===== config.mk =====
export PLATFORM = sky130hd
export DESIGN_NAME = nios2_dct_pack_ctrl
export DESIGN_NICKNAME = d
export VERILOG_FILES = /design/src/rtl/nios2_dct_pkg.sv /design/src/rtl/nios2_dct_out_slot.sv /design/src/rtl/nios2_dct_pack_ctrl.sv
export SDC_FILE = /design/constraint.sdc
export NUM_CORES = 1
export LEC_CHECK = 0
export CAP_MARGIN = 20
export CORE_MARGIN = 4
export CORE_UTILIZATION = 60
export DETAILED_ROUTE_END_ITERATION = 12
export PLACE_DENSITY = 0.85
export SLEW_MARGIN = 20
export SYNTH_ARGS = -nofsm -noshare
export SYNTH_HDL_FRONTEND = slang
export SYNTH_HIERARCHICAL = 1
export SYNTH_SLANG_ARGS = --single-unit

===== constraint.sdc =====
create_clock -name clk -period 4 [get_ports clk]
set_input_delay 1.2 -clock clk [delete_from_list [all_inputs] [get_ports clk]]
set_output_delay 1.2 -clock clk [all_outputs]
set_load 0.02 [all_outputs]

===== src/rtl/nios2_dct_pkg.sv =====
// Shared constants, state type and atom-placement helper for the Nios II DCT packer.
package nios2_dct_pkg;

   localparam int unsigned ATOM_W = 2;
   localparam int unsigned ATOMS  = 15;
   localparam int unsigned CNT_W  = 4;
   localparam int unsigned BUF_W  = ATOM_W * ATOMS;

   localparam logic [CNT_W-1:0] FULL_CNT = CNT_W'(ATOMS);

   typedef enum logic [1:0] {StRun, StDrain, StDone} dct_state_e;

   // Writes atom into slot idx of acc, LSB first; other slots are untouched.
   function automatic logic [BUF_W-1:0] place_atom(input logic [BUF_W-1:0]  acc,
                                                    input logic [CNT_W-1:0]  idx,
                                                    input logic [ATOM_W-1:0] atom);
      logic [BUF_W-1:0] res;
      res = acc;
      for (int unsigned k = 0; k < ATOMS; k++) begin
         if (CNT_W'(k) == idx) begin
            res[k*ATOM_W +: ATOM_W] = atom;
         end
      end
      return res;
   endfunction

endpackage


===== src/rtl/nios2_dct_out_slot.sv =====
// Single-entry output register for DCT frames; holds data stable until the writer accepts it.
module nios2_dct_out_slot
   import nios2_dct_pkg::*;
(
   input  logic             clk,
   input  logic             reset_n,
   input  logic             load,
   input  logic [BUF_W-1:0] load_buffer,
   input  logic [CNT_W-1:0] load_count,
   input  logic             ready,
   output logic             valid,
   output logic [BUF_W-1:0] buffer,
   output logic [CNT_W-1:0] count,
   output logic             free
);

   logic             valid_q, valid_d;
   logic [BUF_W-1:0] buffer_q, buffer_d;
   logic [CNT_W-1:0] count_q, count_d;

   // A frame accepted this cycle frees the slot for a back-to-back load.
   assign free = !valid_q || ready;

   always_comb begin
      valid_d  = valid_q;
      buffer_d = buffer_q;
      count_d  = count_q;
      if (load) begin
         valid_d  = 1'b1;
         buffer_d = load_buffer;
         count_d  = load_count;
      end else if (valid_q && ready) begin
         valid_d = 1'b0;
      end
   end

   always_ff @(posedge clk or negedge reset_n) begin
      if (!reset_n) begin
         valid_q  <= 1'b0;
         buffer_q <= '0;
         count_q  <= '0;
      end else begin
         valid_q  <= valid_d;
         buffer_q <= buffer_d;
         count_q  <= count_d;
      end
   end

   assign valid  = valid_q;
   assign buffer = buffer_q;
   assign count  = count_q;

endmodule


===== src/rtl/nios2_dct_pack_ctrl.sv =====
// Packs 2-bit trace atoms into 30-bit DCT frames and runs the end-of-test drain.
// Optional NIOS2_DCT_DROP_CNT_EN adds a saturating drop_count output.
module nios2_dct_pack_ctrl
   import nios2_dct_pkg::*;
(
   input  logic              clk,
   input  logic              reset_n,
   input  logic              atom_valid,
   input  logic [ATOM_W-1:0] atom_data,
   input  logic              test_ending,
   output logic              frame_valid,
   output logic [BUF_W-1:0]  frame_buffer,
   output logic [CNT_W-1:0]  frame_count,
   input  logic              frame_ready,
   output logic              overflow,
   output logic              test_has_ended
`ifdef NIOS2_DCT_DROP_CNT_EN
   ,
   output logic [7:0]        drop_count
`endif
);

   dct_state_e       state_q, state_d;
   logic [BUF_W-1:0] acc_q, acc_d;
   logic [CNT_W-1:0] cnt_q, cnt_d;
   logic             ovf_q, ovf_d;
   logic             slot_free;
   logic             acc_full;
   logic             transfer;

   assign acc_full = (cnt_q == FULL_CNT);
   assign transfer = slot_free && (acc_full || (state_q == StDrain && cnt_q != '0));

   nios2_dct_out_slot u_out_slot (
      .clk         (clk),
      .reset_n     (reset_n),
      .load        (transfer),
      .load_buffer (acc_q),
      .load_count  (cnt_q),
      .ready       (frame_ready),
      .valid       (frame_valid),
      .buffer      (frame_buffer),
      .count       (frame_count),
      .free        (slot_free)
   );

   always_comb begin
      acc_d   = acc_q;
      cnt_d   = cnt_q;
      state_d = state_q;
      ovf_d   = ovf_q;
      if (transfer) begin
         acc_d = '0;
         cnt_d = '0;
      end
      unique case (state_q)
         StRun: begin
            if (atom_valid) begin
               if (transfer) begin
                  // Accumulator is handed off this cycle, so the atom starts the next frame.
                  acc_d = place_atom('0, '0, atom_data);
                  cnt_d = CNT_W'(1);
               end else if (!acc_full) begin
                  acc_d = place_atom(acc_q, cnt_q, atom_data);
                  cnt_d = cnt_q + 1'b1;
               end else begin
                  ovf_d = 1'b1;
               end
            end
            if (test_ending) begin
               state_d = StDrain;
            end
         end
         StDrain: begin
            if (cnt_q == '0 && !frame_valid) begin
               state_d = StDone;
            end
         end
         StDone: begin
            state_d = StDone;
         end
         default: begin
            state_d = StRun;
         end
      endcase
   end

   always_ff @(posedge clk or negedge reset_n) begin
      if (!reset_n) begin
         state_q <= StRun;
         acc_q   <= '0;
         cnt_q   <= '0;
         ovf_q   <= 1'b0;
      end else begin
         state_q <= state_d;
         acc_q   <= acc_d;
         cnt_q   <= cnt_d;
         ovf_q   <= ovf_d;
      end
   end

   assign overflow       = ovf_q;
   assign test_has_ended = (state_q == StDone);

`ifdef NIOS2_DCT_DROP_CNT_EN
   logic [7:0] drop_q;
   logic       drop_evt;

   assign drop_evt = (state_q == StRun) && atom_valid && acc_full && !transfer;

   always_ff @(posedge clk or negedge reset_n) begin
      if (!reset_n) begin
         drop_q <= 8'd0;
      end else if (drop_evt && drop_q != 8'hFF) begin
         drop_q <= drop_q + 8'd1;
      end
   end

   assign drop_count = drop_q;
`endif

endmodule


# --- After elaboration in Yosys (flattened, before gate mapping) ---
# Cells that the tools add are included.
classes:
  add_sub_neg: 1
  n_eq_ne: 34
  mux: 30
  bitwise: 1
  n_reduce_logical: 13
op_table:
  columns: ["op", "count"]
  rows:
  - ["$mux W30", 5]
  - ["$ne A5 B5 Y1 const B", 15]
  - ["$mux W2", 17]
  - ["$eq A4 B4 Y1 const A", 7]
  - ["$mux W4", 5]
  - ["$eq A3 B4 Y1 const A", 4]
  - ["$eq A2 B4 Y1 const A", 2]
  - ["$pmux W2 S3", 1]
  - ["$add A4 B1 Y4 const B", 1]
  - ["$eq A1 B4 Y1 const A", 1]
  - ["$eq A4 B4 Y1 const B", 1]
  - ["$logic_and A1 B1 Y1", 4]
  - ["$logic_not A4 Y1", 1]
  - ["$reduce_and A4 Y1", 1]
  - ["$reduce_bool A4 Y1", 1]
  - ["$eq A2 B1 Y1 const B", 1]
  - ["$eq A2 B2 Y1 const B", 1]
  - ["$logic_not A2 Y1", 1]
  - ["$logic_or A1 B1 Y1", 2]
  - ["$mux W1", 2]
  - ["$ne A2 B1 Y1 const B", 1]
  - ["$ne A2 B2 Y1 const B", 1]
  - ["$reduce_and A2 Y1", 1]
  - ["$reduce_bool A2 Y1", 1]
  - ["2 further kinds", 2]
totals:
  ff_bits: 72
  inputBits: 7
  output_inout_bits: 37
  elab_cells: 100

# --- Logic depth before layout (Yosys ltp) ---
# Gate-level depths: netlist of run 1.
logic_depth:
  ltp_word: 9
  ltp_mapped: 11
  depth_no_buf: 7

# --- Hierarchy ---
# The synthesis of run 1 kept the hierarchy.
by_module_without_submodules:
  columns: ["mod", "n_inst", "cells_per_inst", "area_per_inst_um2", "seq_area_each_um2"]
  rows:
  - ["nios2_dct_pack_ctrl", 1, 231, 2088.3, 925.9]
  - ["nios2_dct_out_slot", 1, 75, 1451.4, 875.8]

# --- Worst setup path after synthesis of run 1 ---
# OpenSTA, ideal clock, no wires.
synth_timing:
  kind: "in2reg"
  startpoint: "input frame_ready"
  endpoint: "register u_out_slot.buffer_q[0], in the netlist u_out_slot/buffer[0]"
  setup_ps: 125
  arrival_time_ps: 2710
  t_required_ps: 3875
  slack_ps: 1164
  path_stages: 10
  cell_sequence: "nand2b_1 -> nand2_1 -> o22a_1 -> buf_4 -> inv_1 -> buf_4 -> buf_4 -> buf_6 -> buf_12 -> mux2_4"
synth_between:
  elab_chain_len: 2
synth_lines:
  columns: ["element", "line_no", "rtl"]
  rows:
  - ["start: declaration", "nios2_dct_pack_ctrl.sv:14", "input logic frame_ready,"]
  - ["$logic_or A1 B1 Y1", "nios2_dct_out_slot.sv:22", "assign free = !valid_q || ready;"]
  - ["$logic_and A1 B1 Y1", "nios2_dct_pack_ctrl.sv:32", "assign transfer = slot_free && (acc_full || (state_q == StDrain && cnt_q != '0));"]
  - ["via transfer", "nios2_dct_pack_ctrl.sv:29", "logic transfer;"]
  - ["end signal: assignment", "nios2_dct_out_slot.sv:44", "buffer_q <= buffer_d;"]
  - ["end: declaration", "nios2_dct_out_slot.sv:18", "logic [BUF_W-1:0] buffer_q, buffer_d;"]
# The timed path passes the listed nets, and every way through them passes these cells.
# A chain may end at the register's enable or synchronous reset.

# --- Final worst setup path of run 1 ---
layout_timing:
  startpoint: "input frame_ready"
  endpoint: "register u_out_slot.count_q[3], in the netlist u_out_slot/count[3]"
layout_between:
  elab_chain_len: 2
layout_lines:
  columns: ["element", "line_no", "rtl"]
  rows:
  - ["$logic_or A1 B1 Y1", "nios2_dct_out_slot.sv:22", null]
  - ["via slot_free", "nios2_dct_pack_ctrl.sv:27", "logic slot_free;"]
  - ["$logic_and A1 B1 Y1", "nios2_dct_pack_ctrl.sv:32", null]
  - ["end signal: assignment", "nios2_dct_out_slot.sv:45", "count_q <= count_d;"]
  - ["end: declaration", "nios2_dct_out_slot.sv:19", "logic [CNT_W-1:0] count_q, count_d;"]
# The timed path passes the listed nets, and every way through them passes these cells.

==> impl_metrics.csv, run 1 <==
group,metric,value,unit
outcome,outcome,"finished, final reports clean",
global_route,grt_pass1_wl,12800,um
global_route,grt_pass1_vias,2606,
floorplan,row_count,27,
sta,worst_slack,1.08,ns
critical_path,path_cells,"clkdlybuf4s50_1, nand2b_1, nand2_1, o22a_1, inv_2, buf_12, mux2_2",
clock_network,numCtsBuffers,9,
detailed_routing,wl_per_cell,17.4,um
critical_path,r2r-end,"u_out_slot/count[3]$_DFFE_PN0P_",
cells_and_area,postLayoutCoreUtil,73.5,%
cells_and_area,nFillCells,404,
cells_and_area,area_delta_synth_final,16.4,%
placement,pre_cts_ws,0.757,ns
synthesis,syn_area,3540,sq um
clock_network,hold_buffers,0,
sta,grt_setup_unrepaired,"false",
detailed_routing,ant_nets,0,
floorplan,io-pin-count,44,
sta,period_needed,2.92,ns
power_and_ir_drop,ir_drop,455,uV
synthesis,ys_seq_elements,72,
job,max_cap_viol_count,0,
synthesis,syn_nets,321,
placement,dp_hpwl,4920,um
power_and_ir_drop,p_leak,1.86,nW
worst_hold_path,holdPathEnd,"overflow$_DFFE_PN0P_",
sta,holdWs,0.470,ns
cells_and_area,mostFrequentLayoutCell,"dfrtp_1",
synthesis,synth_enable_flop_cells,0,
floorplan,initial_core_util,63.1,%
critical_path,critPathArrivalTime,3.14,ns
global_route,grt-ovfl-total,0,
clock_network,clkSlewWorstSetupHoldPaths,0.07,ns
critical_path,ff2ff_path_depth,6,
floorplan,die_h,84.8,um
floorplan,fp.dieArea,7190,sq um
floorplan,core-area,5610,sq um
power_and_ir_drop,power_density,626,nW/um^2
detailed_routing,drc,0,
critical_path,crit_required,4.22,ns
synthesis,synth_warnings,6,
critical_path,r2r_slack,1.54,ns
clock_network,clk_latency,0.34,ns
worst_hold_path,hold_class,"flip-flop to flip-flop",
sta,setup_viol,0,
clock_network,root_buffer,"clkbuf_8",
critical_path,cp-start-kind,"input port",
floorplan,dieWidth,84.8,um
sta,tns,0,ns
critical_path,r2r_start,"cnt_q[0]$_DFF_PN0_",
sta,max_freq,343,MHz
synthesis,synthArstFlopShare,100,%
synthesis,seq_area_frac_synth,50.9,%
critical_path,worstSetupPathType,"input port to flip-flop",
sta,clock_skew,0.00730,ns
cells_and_area,drive_gt1_share,17.2,%
sta,drv_slew,0,
detailed_routing,first_pass_iters,4,
worst_hold_path,hold_path_startpoint,"overflow$_DFFE_PN0P_",
synthesis,synth_cell_types,44,
synthesis,syn_avg_cell_area,11.6,sq um
critical_path,cp_slowest_stage_delay,0.44,ns
cells_and_area,layout.nets,360,
global_route,grt_use_total,22.2,%
cells_and_area,n_antenna_cell,0,
sta,fin_crit_sh,72.9,%
global_route,antenna_found_initial,0,
detailed_routing,wirelength,7310,um
synthesis,synthCells,306,
critical_path,crit_path_max_fanout,43,
cells_and_area,final_cell_mix,"dfrtp_1 (72), clkdlybuf4s50_1 (42), o21ai_0 (31)",
sta,max-slew-margin-rel,48.5,%
critical_path,cp_slowest_cell,"clkdlybuf4s50_1",
clock_network,cts_tree,"built",
cells_and_area,multi_input_area,1540,sq um
clock_network,clock_path_buffers,2,
detailed_routing,vias,2501,
clock_network,cts_resized,0,
clock_network,h-tree-depth,3,
worst_hold_path,hold_path_depth,1,
placement,place.gp.congestion,0.807,
detailed_routing,vias_per_cell,5.94,
sta,tightest_slew,0.772,ns
critical_path,endpoint_kind,"flip-flop",
detailed_routing,initialDrtViolationCount,161,
clock_network,postCtsSetupBuffers,0,
placement,port_buffers,43,
cells_and_area,register_area,1800,sq um
global_route,grt_max_degree,44,
clock_network,clock_sinks,72,
sta,finalHoldViolations,0,
synthesis,synth_ff_type,"dfrtp_1",
[worst max path at each step]
| stage | from | endpoint | slack, ns | depth (start not counted) |
|---|---|---|---|---|
| 3_3_place_gp | frame_ready | u_out_slot/buffer[26]$_DFFE_PN0P_ | 0.81 | 7 |
| 3_5_place_dp | frame_ready | u_out_slot/count[3]$_DFFE_PN0P_ | 0.76 | 7 |
| 2_1_floorplan | frame_ready | u_out_slot/buffer[0]$_DFFE_PN0P_ | 1.16 | 10 |
| 6_report | frame_ready | u_out_slot/count[3]$_DFFE_PN0P_ | 1.08 | 7 |
| 4_1_cts | frame_ready | u_out_slot/count[3]$_DFFE_PN0P_ | 1.12 | 7 |
| 5_1_grt | frame_ready | u_out_slot/count[3]$_DFFE_PN0P_ | 0.98 | 7 |
[layout make-up]
| class | instances | share of cell area [%] |
|---|---|---|
| Inverter | 7 | 0.638 |
| Clock inverter | 3 | 0.425 |
| Tap cell | 72 | 2.19 |
| Timing Repair Buffer | 48 | 11.8 |
| Clock buffer | 12 | 3.76 |
| Sequential cell | 72 | 43.7 |
| Multi-Input combinational cell | 207 | 37.4 |
[critical path: cells and delay by family]
family,cells,cell delay [ns]
compound gates,1,0.23
buf+inv,3,1.01
mux,1,0.37
simple gates,2,0.32
[cells in the mapped netlist (all sizes together) (2+ instances only)]
master  instances  area (sq um)
mux2           36           514
buf            16           154
nand3           3          15.0
a32o            2          20.0
and3            3          18.8
nand2b          3          18.8
nor2b           7          43.8
nand2          28           105
inv             7          26.3
nor3b           4          35.0
nor3            2          10.0
and2            7          43.8
o211ai          3          22.5
o21a            9          67.6
nand4           2          12.5
a21oi          24           120
clkbuf          4          15.0
dfrtp          72          1800
a22oi           5          37.5
ha              8           100
o21ai          31           155
nor2           13          48.8
and4b           3          33.8
[through the flow]
step           std cells  cell area, sq um  power (W)
3_3_place_gp         406              3950    0.00204
4_1_cts              421              4120    0.00259
5_1_grt              421              4120    0.00274
6_report             421              4120    0.00258
2_1_floorplan        306              3540    0.00179
3_5_place_dp         406              3950    0.00207
[kinds of logic (layout without fill, tap and decap cells)]
kind of cell / count (synthesis) / in the layout / share of synthesized area (%)
mux: 36 / 36 / 14.5
fa+ha+maj: 8 / 8 / 2.83
compound gates: 82 / 82 / 13.8
xor+xnor: 1 / 1 / 0.247
buf+inv: 27 / 70 / 5.51
flops: 72 / 72 / 50.9
simple gates: 80 / 80 / 12.2
[layer usage]
layer	global-route usage (%)	share of wire, %
met4	8.06	1.1
met2	33.2	48
met5	0	0
met3	5.10	6.2
met1	31.9	45
[power by group]
part           internal [W]  switching [W]  total, W
clock              0.000254       0.000259  0.000513
sequential         0.000894       0.000142   0.00104
combinational      0.000495       0.000536   0.00103
[flip-flops by register name, indices dropped and copies added (netlist names)]
name	flops
acc_q	30
u_out_slot/count	4
u_out_slot/valid	1
overflow	1
u_out_slot/buffer	30
cnt_q	4
state_q	2
No activity file was read; power rests on OpenSTA's default activity.
==> run 2, diff against run 1 <==
Settings changed: CORE_UTILIZATION 60 to 50, PLACE_DENSITY 0.85 to 0.76.
Clock period 4 ns to 2.4 ns, I/O delays scaled along.
==> run 2 against run 1 <==
  * Worst setup slack got worse by 0.88 ns
  * Clock power increased by 87%
  * Critical path depth decreased by 1
  * Largest cell class unchanged
  * Largest power group is now combinational cells
==> impl_metrics.csv, run 2 (synthesized netlist as in run 1, its figures left out) <==
group,metric,value,unit
outcome,outcome,"finished, final reports clean",
global_route,grt_pass1_wl,12900,um
sta,max-slew-margin-rel,61.1,%
sta,max_freq,455,MHz
detailed_routing,first_pass_iters,4,
detailed_routing,wirelength,7480,um
clock_network,root_buffer,"clkbuf_8",
cells_and_area,layout.nets,381,
cells_and_area,postLayoutCoreUtil,63.7,%
power_and_ir_drop,p_leak,1.99,nW
clock_network,hold_buffers,0,
global_route,grt_use_total,19.2,%
detailed_routing,wl_per_cell,16.0,um
cells_and_area,mostFrequentLayoutCell,"dfrtp_1",
cells_and_area,final_cell_mix,"dfrtp_1 (72), clkdlybuf4s50_1 (41), o21ai_0 (31)",
global_route,grt_pass1_vias,2683,
detailed_routing,drc,0,
power_and_ir_drop,ir_drop,654,uV
cells_and_area,multi_input_area,1540,sq um
detailed_routing,vias,2568,
sta,drv_slew,0,
global_route,antenna_found_initial,0,
cells_and_area,drive_gt1_share,22.1,%
critical_path,worstSetupPathType,"flip-flop to flip-flop",
job,max_cap_viol_count,0,
clock_network,h-tree-depth,3,
placement,port_buffers,43,
floorplan,die_h,92.1,um
clock_network,postCtsSetupBuffers,0,
sta,fin_crit_sh,91.6,%
clock_network,numCtsBuffers,9,
sta,finalHoldViolations,0,
cells_and_area,nFillCells,564,
critical_path,cp-start-kind,"flip-flop",
clock_network,clock_path_buffers,2,
cells_and_area,register_area,1800,sq um
global_route,grt_max_degree,73,
detailed_routing,ant_nets,0,
critical_path,crit_required,2.62,ns
floorplan,fp.dieArea,8490,sq um
critical_path,endpoint_kind,"flip-flop",
floorplan,row_count,30,
sta,grt_setup_unrepaired,"false",
detailed_routing,vias_per_cell,5.50,
worst_hold_path,hold_class,"input port to asynchronous set/reset pin",
critical_path,critPathArrivalTime,2.42,ns
sta,clock_skew,0.0107,ns
placement,dp_hpwl,5250,um
clock_network,clk_latency,0.34,ns
floorplan,io-pin-count,44,
sta,tns,0,ns
critical_path,crit_path_max_fanout,22,
clock_network,cts_tree,"built",
floorplan,dieWidth,92.1,um
cells_and_area,n_antenna_cell,0,
floorplan,initial_core_util,51.8,%
sta,period_needed,2.20,ns
sta,tightest_slew,0.583,ns
clock_network,cts_resized,0,
detailed_routing,initialDrtViolationCount,230,
global_route,grt-ovfl-total,0,
power_and_ir_drop,power_density,1040,nW/um^2
sta,setup_viol,0,
placement,place.gp.congestion,0.845,
floorplan,core-area,6830,sq um
clock_network,clkSlewWorstSetupHoldPaths,0.08,ns
cells_and_area,area_delta_synth_final,22.9,%
clock_network,clock_sinks,72,
==> run 2: cell count changes in the layout (fill, tap and decap cells not counted) <==
cell	previous run	this run
buf_12	2	3
buf_4	3	23
bufinv_16	0	1
clkbuf_8	11	10
clkdlybuf4s50_1	42	41
clkinv_4	0	1
dlymetal6s2s_1	0	1
==> run 2: worst max-delay path, stage by stage (launching register included) <==
cell     delay [ns]
dfrtp_1        0.49
ha_1           0.58
a21oi_1        0.13
o22a_1         0.21
inv_2          0.12
buf_12         0.21
mux2_4         0.32
==> run 2: path summary, 6_finish.rpt <==
kind	from	endpoint	slack (ns)	depth (start not counted)
setup reg to reg	cnt_q[1]$_DFF_PN0_	u_out_slot/buffer[18]$_DFFE_PN0P_	0.20	6
hold reg to reg	overflow$_DFFE_PN0P_	overflow$_DFFE_PN0P_	0.48	1
setup / recovery	cnt_q[1]$_DFF_PN0_	u_out_slot/buffer[18]$_DFFE_PN0P_	0.20	6
max in group asynchronous	reset_n	state_q[1]$_DFFE_PN0P_	1.72	2
min in group clk	overflow$_DFFE_PN0P_	overflow$_DFFE_PN0P_	0.48	1
hold / removal	reset_n	u_out_slot/buffer[21]$_DFFE_PN0P_	0.39	2
==> run 2: metrics by stage <==
step           total power [W]  hold WS [ns]  cells  setup slack, ns  instance area (sq um)
5_1_grt                0.00478         0.428    467           0.0163                   4350
6_report               0.00450         0.394    467            0.202                   4350
4_1_cts                0.00453         0.410    467           0.0413                   4350
3_5_place_dp           0.00357         0.468    451          -0.0556                   4150
2_1_floorplan          0.00298         0.424    306           0.0444                   3540
3_3_place_gp           0.00352         0.455    451          -0.0249                   4150
==> run 2: area by class of cell <==
class / instances / area share (%)
well taps: 96 / 2.76
repair buffers: 69 / 15.2
inverters: 7 / 0.604
clock buffers: 11 / 3.25
clock inverters: 5 / 1.29
multi-input cells: 207 / 35.5
flip-flops and latches: 72 / 41.4
==> run 2: metal layers <==
metal	vias up	GRT usage [%]	share of wire, %
met2	61	30.7	49
li1	1205	-	-
met5	-	0	0
met3	16	4.59	4.2
met1	1286	25.1	45
met4	0	8.04	1.9
==> run 2: power by group <==
| part | internal (W) | leakage (nW) | total, W | switching, W |
|---|---|---|---|---|
| Sequential | 0.00149 | 0.984 | 0.00172 | 0.000226 |
| Combinational | 0.000918 | 0.906 | 0.00183 | 0.000910 |
| Clock | 0.000507 | 0.0993 | 0.000959 | 0.000452 |
| Total | 0.00291 | 1.99 | 0.00450 | 0.00159 |
==> run 3, diff against run 2 <==
Settings changed: TNS_END_PERCENT set to 100.
==> results of run 3 <==
No change in the layout: final DEF, timing and power equal those of run 2.
